<file path="config.mk">
export PLATFORM = sky130hd
export DESIGN_NAME = dyser_config_ctrl
export DESIGN_NICKNAME = d
export VERILOG_FILES = /design/src/rtl/dyser_config_ctrl.sv
export SDC_FILE = /design/constraint.sdc
export NUM_CORES = 1
export LEC_CHECK = 0
export ABC_AREA = 1
export CAP_MARGIN = 5
export CELL_PAD_IN_SITES_DETAIL_PLACEMENT = 1
export CELL_PAD_IN_SITES_GLOBAL_PLACEMENT = 1
export CORE_UTILIZATION = 37
export DETAILED_ROUTE_END_ITERATION = 10
export PLACE_DENSITY = 0.94
export SYNTH_ARGS = -nofsm -noshare
export SYNTH_HDL_FRONTEND = slang
export SYNTH_SLANG_ARGS = --single-unit
</file>
<file path="constraint.sdc">
create_clock -name clk -period 3.95 [get_ports clk]
set_input_delay 0.79 -clock clk [delete_from_list [all_inputs] [get_ports clk]]
set_output_delay 0.79 -clock clk [all_outputs]
set_load 0.01 [all_outputs]
</file>
<file path="src/rtl/dyser_config_ctrl.sv">
// Configuration load sequencer for the DySER tile array: drain fabric, shift NUM_WORDS words, settle, report done.
// Latency: accepted word appears on conf_en/conf_data one cycle later; start->done is NUM_WORDS+SETTLE_CYCLES+3 cycles minimum.
// Backpressure: cfg_ready is high only in SHIFT without abort; host bubbles simply hold the chain (conf_en=0).

`ifndef PATH_WIDTH
`define PATH_WIDTH 32
`endif

module dyser_config_ctrl #(
  parameter int CONF_WIDTH    = `PATH_WIDTH + 1,
  parameter int NUM_WORDS     = 64,
  parameter int SETTLE_CYCLES = 4,
  parameter int DRAIN_TIMEOUT = 255
) (
  input  logic                               clk,
  input  logic                               rst,
  input  logic                               start,
  input  logic                               abort,
  input  logic                               fabric_idle,
  input  logic                               cfg_valid,
  input  logic [CONF_WIDTH-1:0]              cfg_data,
  output logic                               cfg_ready,
  output logic                               conf_en,
  output logic [CONF_WIDTH-1:0]              conf_data,
  output logic                               fabric_hold,
  output logic                               busy,
  output logic                               done,
  output logic                               err,
  output logic [$clog2(NUM_WORDS+1)-1:0]     words_loaded
);

  localparam int WL_W = $clog2(NUM_WORDS + 1);
  localparam int DT_W = $clog2(DRAIN_TIMEOUT + 1);
  localparam int ST_W = $clog2(SETTLE_CYCLES + 1);

  typedef enum logic [2:0] {
    IDLE   = 3'd0,
    DRAIN  = 3'd1,
    SHIFT  = 3'd2,
    SETTLE = 3'd3,
    DONE   = 3'd4
  } state_t;

  state_t          state;
  logic [DT_W-1:0] drain_timer;
  logic [ST_W-1:0] settle_cnt;

  // Host handshake: abort blocks the accept in the same cycle so a colliding word is dropped.
  assign cfg_ready = (state == SHIFT) && !abort;
  assign busy      = (state != IDLE);

  // Load sequencer: state, counters and all registered outputs.
  always_ff @(posedge clk or posedge rst) begin
    if (rst) begin
      state        <= IDLE;
      drain_timer  <= '0;
      settle_cnt   <= '0;
      conf_en      <= 1'b0;
      conf_data    <= '0;
      fabric_hold  <= 1'b0;
      done         <= 1'b0;
      err          <= 1'b0;
      words_loaded <= '0;
    end else begin
      // Shift enable and done are single-cycle pulses unless re-armed below.
      conf_en <= 1'b0;
      done    <= 1'b0;
      if (abort && (state == DRAIN || state == SHIFT || state == SETTLE)) begin
        // Partial count and err are kept for the host to inspect.
        state       <= IDLE;
        fabric_hold <= 1'b0;
      end else begin
        case (state)
          IDLE: begin
            if (start) begin
              state        <= DRAIN;
              err          <= 1'b0;
              words_loaded <= '0;
              drain_timer  <= '0;
              fabric_hold  <= 1'b1;
            end
          end
          DRAIN: begin
            if (fabric_idle) begin
              state <= SHIFT;
            end else if (drain_timer == DT_W'(DRAIN_TIMEOUT - 1)) begin
              // This is the DRAIN_TIMEOUT-th busy cycle: give up.
              err         <= 1'b1;
              state       <= IDLE;
              fabric_hold <= 1'b0;
            end else begin
              drain_timer <= drain_timer + DT_W'(1);
            end
          end
          SHIFT: begin
            if (cfg_valid) begin
              conf_en      <= 1'b1;
              conf_data    <= cfg_data;
              words_loaded <= words_loaded + WL_W'(1);
              if (words_loaded == WL_W'(NUM_WORDS - 1)) begin
                state      <= SETTLE;
                settle_cnt <= '0;
              end
            end
          end
          SETTLE: begin
            // First SETTLE cycle carries the final shift; the SETTLE_CYCLES idle cycles follow it.
            if (settle_cnt == ST_W'(SETTLE_CYCLES)) begin
              state <= DONE;
              done  <= 1'b1;
            end else begin
              settle_cnt <= settle_cnt + ST_W'(1);
            end
          end
          DONE: begin
            state       <= IDLE;
            fabric_hold <= 1'b0;
          end
          default: begin
            state       <= IDLE;
            fabric_hold <= 1'b0;
          end
        endcase
      end
    end
  end

endmodule
</file>
==> results by group, run 1 <==
Finish
  – Final Util: 52.2%
  – ANT cells: 0
  – Design Area, Final: 4030 sq um
  – Nets: 487
  – Fin cells: 550
  – Share of layout cells above drive strength 1: 11.2%
  – Filler Cells Inserted: 940
  – Area Overhead vs Synth: 35.9%

Clocking
  – Num CTS Buffers: 9
  – Clk sinks: 58
  – CTS Root Cell: clkbuf_8
  – CTS clk-pin slew, worst paths: around 70 ps
  – Clock Tree Buf Depth: 2
  – H-tree levels: 3
  – Hold_buf cts: 0
  – Post_cts resized: 0
  – Setup Buffers After CTS: 0
  – Clk_lat worst skew: 350 ps
  – CTS tree: yes

Critical path
  – Slowest cell on the critical path: clkdlybuf4s50_1
  – Worst Path Required: 3160 ps
  – Family with the most delay on the worst path: buffers and inverters
  – Worst reg2reg path endpoint: conf_data[13]
  – Crit-path max cell delay: 520 ps
  – Worst Path Max Fanout: 4
  – CP Depth: 5
  – R2R cell count: 7
  – Number of buffers and inverters on the critical path: 4
  – CP Cell Sequence: clkdlybuf4s50_1 -> inv_1 -> nand3_1 -> inv_1 -> clkdlybuf4s50_1
  – CP Capture Type: output port
  – Critical path class: in -> out
  – Startpoint types: input port
  – R2r setup slk: 1940 ps
  – Arr. time, crit path: between 2000 and 2500 ps
  – R2r startpoint: state[1]

Pwr
  – VDD IR max: 0.273 mV
  – Total power: between 2 and 3 mW
  – Static Leak: 1.98 nW
  – Pwr dens: 676 nW/um^2

Placement
  – Post-DP Area: 3850 sq um
  – Number of buffers inserted by port buffering: 84
  – Place WS: 1040 ps
  – Placer congestion estimate: 0.783
  – Dpl hpwl: 6210 um
  – Placed Instances: between 500 and 600

Synth
  – Post-synthesis async set-or-reset flop share: 100%
  – Adder-Cell Fraction of Synth Area: 2.11%
  – EDFF count, synth: 0
  – Synthesized area: 2970 sq um
  – Yosys reg bits: 58
  – Syn Nets: 399
  – Simple-Gate Fraction of Synth Area: a little over a third
  – Prevailing post-synth register cell: dfrtp_1
  – Cells after Synth: 355
  – Mux contribution to synthesized area: 0%
  – Post-synthesis cell type count: 32
  – Compound-Gate Fraction of Synth Area: 4.81%
  – Avg Synthesized Cell Area: 8.35 sq um
  – XOR/XNOR share of the synthesized area: around 1.5%
  – Largest family of logic cells by synthesized area: simple AND/OR/NAND/NOR gates
  – Register area share after synthesis: around half
  – Yosys warns: 0

Route
  – WL per Instance: about 16 um
  – First-pass DRT Iterations: 4
  – Via count: 2724
  – Vias/cell: 4.95
  – Initial drt markers: 79
  – # DRC: 0
  – Post-DRT Antenna Nets: 0
  – Routed wire length: 8550 um

Worst hold path
  – Hold wc startpoint: conf_data[19]
  – Hold EP: conf_data[19]
  – Worst hold path class: reg -> reg
  – Hold path depth: 2

Run
  – Max-Cap Viols: 0

Global routing
  – Gr usage total: 21.8%
  – Largest net degree at the start of global routing: 42
  – Overflow after GRT: 0
  – Vias in the first global route: roughly 2900
  – Initial antenna violation count: 0
  – First-pass GRT wire length: 14100 um

Floorplanning
  – Count of boundary I/O pins: 85
  – Die area: ~8400 sq um
  – Die Height: 91.5 um
  – Initial Util: 38.4%
  – Core Box Area: 7730 sq um
  – Std cell rows: 32
  – Die W: 91.5 um

STA
  – Final WS setup: 1030 ps
  – Setup TNS: 0 ps
  – Worst slew pin tran: 861 ps
  – RSZ-0062 raised after global routing: no
  – Final setup fails: 0
  – Slew Viols, Final: 0
  – Final Skew: 9.96 ps
  – Part of the cycle the worst path needs: 73.9%
  – Hold slack: 484 ps
  – Fmax achieved: ~0.34 GHz
  – Max transition margin: 42.5%
  – Final Hold Viols: 0
  – Min Tclk post-route: 2920 ps

Run status
  – Status: complete, no violations
==> where the power goes <==
part / total [mW] / switching [mW] / internal [mW]
Sequential: 0.984 / 0.170 / 0.814
Clock: 0.507 / 0.263 / 0.244
Combinational: 1.23 / 0.655 / 0.579
Total: 2.72 / 1.09 / 1.64
==> area by class of cell <==
type / instances / area (sq um) / share of cell area (%)
clock buffers: 10 / 138 / 3.42
clock inverters: 6 / 42.5 / 1.06
inverters: 27 / 104 / 2.58
multi-input cells: 262 / 1320 / 32.7
flip-flops and latches: 58 / 1450 / 36.0
well taps: 102 / 128 / 3.17
repair buffers: 85 / 848 / 21.0
==> worst max-delay path by stage <==
stage / startpoint / end / slack, ps
floorplan: rst / conf_data[0] / 1730
global placement: abort / cfg_ready / 1070
detailed placement: abort / cfg_ready / 1040
CTS: abort / cfg_ready / 1030
global route: abort / cfg_ready / 950
finish: abort / cfg_ready / 1030
==> placed cells by master, fill, tap and decap left out, drive strengths merged <==
cell / n
nand3: 25
clkbuf: 10
o21ai: 15
inv: 27
o21bai: 1
clkinvlp: 2
o21a: 1
nand3b: 1
nor4: 2
ha: 5
nor2: 21
nand2: 177
buf: 1
xor2: 3
a21oi: 3
clkdlybuf4s50: 84
dfrtp: 58
clkinv: 4
nand4: 3
xnor2: 2
nor3: 2
or2: 1
==> worst register-to-register path, cell delays in order, from the launching register on <==
cell,delay [ps]
dfrtp_1,610
inv_2,140
nand2_1,130
nand3_2,140
nand2_4,400
inv_4,260
nand2_1,140
nand2_1,70
==> kinds of logic (layout without fill, tap and decap cells) <==
logic type	count (synthesis)	in the layout
fa+ha+maj	5	5
flops	58	58
compound gates	20	20
simple gates	232	232
xor+xnor	5	5
buf+inv	35	128
==> Yosys cell counts, types with 2 or more instances <==
cell / number / area [sq um]
dfrtp_1: 58 / 1450
nand2_4: 8 / 90.1
xnor2_1: 2 / 17.5
xor2_1: 3 / 26.3
ha_1: 5 / 62.6
nand4_1: 3 / 18.8
buf_4: 3 / 22.5
buf_6: 3 / 33.8
nor4_1: 2 / 12.5
o21ai_0: 5 / 25.0
inv_2: 2 / 7.51
o21ai_1: 3 / 15.0
nor2_1: 16 / 60.1
inv_1: 24 / 90.1
nand3_1: 23 / 115
a21oi_1: 2 / 10.0
nor2_4: 4 / 45.0
nand2_1: 165 / 619
nor3_1: 2 / 10.0
nand2_2: 4 / 25.0
o21ai_2: 7 / 61.3
==> per-layer routing <==
metal / wire (um) / up-vias / global-route usage [%]
met3: 246 / 26 / 2.93
li1: - / 1278 / -
met4: 340 / 0 / 12.6
met5: 0 / - / 0
met1: 3440 / 1361 / 24.9
met2: 4510 / 59 / 38.7
==> state kept, by name (all words and copies together) (netlist names) <==
name / cells
conf_data: 33
drain_timer: 8
words_loaded: 7
settle_cnt: 3
state: 3
conf_en: 1
done: 1
err: 1
fabric_hold: 1
No activity file was read; power rests on OpenSTA's default activity.
==> run 2: changes to the inputs <==
--- a/config.mk
+++ b/config.mk
@@ -9,9 +9,9 @@
 export CAP_MARGIN = 5
 export CELL_PAD_IN_SITES_DETAIL_PLACEMENT = 1
 export CELL_PAD_IN_SITES_GLOBAL_PLACEMENT = 1
-export CORE_UTILIZATION = 37
+export CORE_UTILIZATION = 35
 export DETAILED_ROUTE_END_ITERATION = 10
-export PLACE_DENSITY = 0.94
+export PLACE_DENSITY = 0.91
 export SYNTH_ARGS = -nofsm -noshare
 export SYNTH_HDL_FRONTEND = slang
 export SYNTH_SLANG_ARGS = --single-unit
==> constraint.sdc (replaced) <==
create_clock -name clk -period 2.7 [get_ports clk]
set_input_delay 0.54 -clock clk [delete_from_list [all_inputs] [get_ports clk]]
set_output_delay 0.54 -clock clk [all_outputs]
set_load 0.01 [all_outputs]
==> results by group, run 2 (same netlist as run 1, synthesis figures left out) <==
Run status
  – Status: complete, no violations

Route
  – Via count: 2638 (-3.2%)
  – WL per Instance: 15.1 um (-2.9%)
  – # DRC: 0 (unchanged)
  – First-pass DRT Iterations: 4 (unchanged)
  – Vias/cell: 4.75 (-4.0%)
  – Routed wire length: 8370 um (-2.0%)
  – Post-DRT Antenna Nets: 0 (unchanged)
  – Initial drt markers: 102 (+29%)

Floorplanning
  – Die Height: 94.0 um (+2.8%)
  – Std cell rows: 33 (+3.1%)
  – Count of boundary I/O pins: 85 (unchanged)
  – Initial Util: 36.1% (-2.3 points)
  – Core Box Area: 8220 sq um (+6.3%)
  – Die W: 94.0 um (+2.8%)
  – Die area: 8840 sq um (+5.6%)

Critical path
  – Startpoint types: input port
  – Worst Path Max Fanout: 4 (unchanged)
  – R2R cell count: 11 (+4)
  – Worst reg2reg path endpoint: state[1]
  – Critical path class: in -> out
  – R2r startpoint: drain_timer[0]
  – CP Capture Type: output port
  – Worst Path Required: 2160 ps (-1000 ps)
  – Arr. time, crit path: 1870 ps (-260 ps)
  – R2r setup slk: 970 ps (-970 ps)

STA
  – RSZ-0062 raised after global routing: no
  – Max transition margin: 65.0% (+22 points)
  – Final Skew: 9.82 ps (-0.138 ps)
  – Fmax achieved: 0.414 GHz
  – Worst slew pin tran: 524 ps (-337 ps)
  – Final Hold Viols: 0 (unchanged)
  – Part of the cycle the worst path needs: 89.4%
  – Final setup fails: 0 (unchanged)
  – Slew Viols, Final: 0 (unchanged)
  – Setup TNS: 0 ps (unchanged)
  – Min Tclk post-route: about 2400 ps

Finish
  – Top flop regs: conf_data x33, drain_timer x8, words_loaded x7
  – ANT cells: 0 (unchanged)
  – Area Overhead vs Synth: 38.4%
  – Fin cells: 555 (+0.91%)
  – Most frequent cells in the layout: nand2_1 (165), clkdlybuf4s50_1 (84), dfrtp_1 (58)
  – Nets: 490 (+0.62%)
  – Most flops, register: conf_data
  – Share of layout cells above drive strength 1: 11.6% (+0.39 points)
  – Max reg flops: 33 (unchanged)
  – Most common cell after layout, fill and taps aside: nand2_1
  – Filler Cells Inserted: 980 (+4.3%)

Placement
  – Placer congestion estimate: 0.852 (+8.7%)
  – Dpl hpwl: 6020 um (-3.1%)
  – Placed Instances: 540 (+1.1%)
  – Number of buffers inserted by port buffering: 84 (unchanged)

Global routing
  – Vias in the first global route: 2882 (+0.91%)
  – Gr usage total: 20.4% (-1.4 points)
  – First-pass GRT wire length: 13800 um (-2.0%)
  – Largest net degree at the start of global routing: 35 (-17%)
  – Initial antenna violation count: 0 (unchanged)
  – Overflow after GRT: 0 (unchanged)

Run
  – Max-Cap Viols: 0 (unchanged)

Clocking
  – Hold_buf cts: 0 (unchanged)
  – Clock Tree Buf Depth: 2 (unchanged)
  – Post_cts resized: 0 (unchanged)
  – Clk sinks: 58 (unchanged)
  – Setup Buffers After CTS: 0 (unchanged)
  – H-tree levels: 3 (unchanged)
  – Clk_lat worst skew: 340 ps (about the same)
  – Num CTS Buffers: 9 (unchanged)
  – CTS clk-pin slew, worst paths: 60 ps (about the same)
  – CTS tree: yes
  – CTS Root Cell: clkbuf_8

Worst hold path
  – Worst hold path class: reg -> reg
  – Hold path depth: 2 (unchanged)
  – Hold EP: conf_data[26]
  – Hold wc startpoint: conf_data[26]

Pwr
  – Total power: 4.13 mW (+52%)
  – Pwr dens: 1010 nW/um^2 (+49%)
  – Static Leak: 2.02 nW (+2.2%)
  – VDD IR max: 0.517 mV (+89%)
run 2: per-layer routing:
layer	wire length (um)	vias up	global-route usage [%]
met5	0	-	0
met4	189	0	10.1
met3	227	14	3.07
met2	4450	46	35.1
met1	3500	1293	24.6
li1	-	1285	-
run 2: worst max-delay path, stage by stage:
cell and delay (ps):
clkdlybuf4s50_1 460, inv_1 160, nand3_1 120, inv_1 70
clkdlybuf4s50_1 530
run 2: where the power goes:
part / switching (mW) / internal [mW] / leakage [nW] / total [mW]
combinational: 0.956 / 0.860 / 1.16 / 1.82
sequential: 0.227 / 1.19 / 0.751 / 1.42
clock: 0.360 / 0.538 / 0.112 / 0.898
total: 1.54 / 2.59 / 2.02 / 4.13
run 2: final cells by class:
class / instances / area (sq um) / share of cell area, %
Sequential cell: 58 / 1450 / 35.4
Clock buffer: 10 / 138 / 3.35
Tap cell: 105 / 131 / 3.20
Timing Repair Buffer: 88 / 883 / 21.5
Multi-Input combinational cell: 262 / 1320 / 32.1
Inverter: 27 / 104 / 2.53
Clock inverter: 5 / 78.8 / 1.92
run 2: metrics by stage:
stage	area, sq um	hold WS, ps	setup WS (ps)	utilization, %
final	4110	479	287	50.0
after CTS	4110	485	287	50.0
after global placement	3890	457	328	47.3
after global routing	4110	504	192	50.0
after floorplan	2970	478	732	-
after detailed placement	3890	468	303	47.3
run 2: worst max-delay path by stage:
stage | to | start
after floorplan | conf_data[0] | rst
after global placement | cfg_ready | abort
after detailed placement | cfg_ready | abort
after CTS | cfg_ready | abort
after global routing | cfg_ready | abort
final | cfg_ready | abort
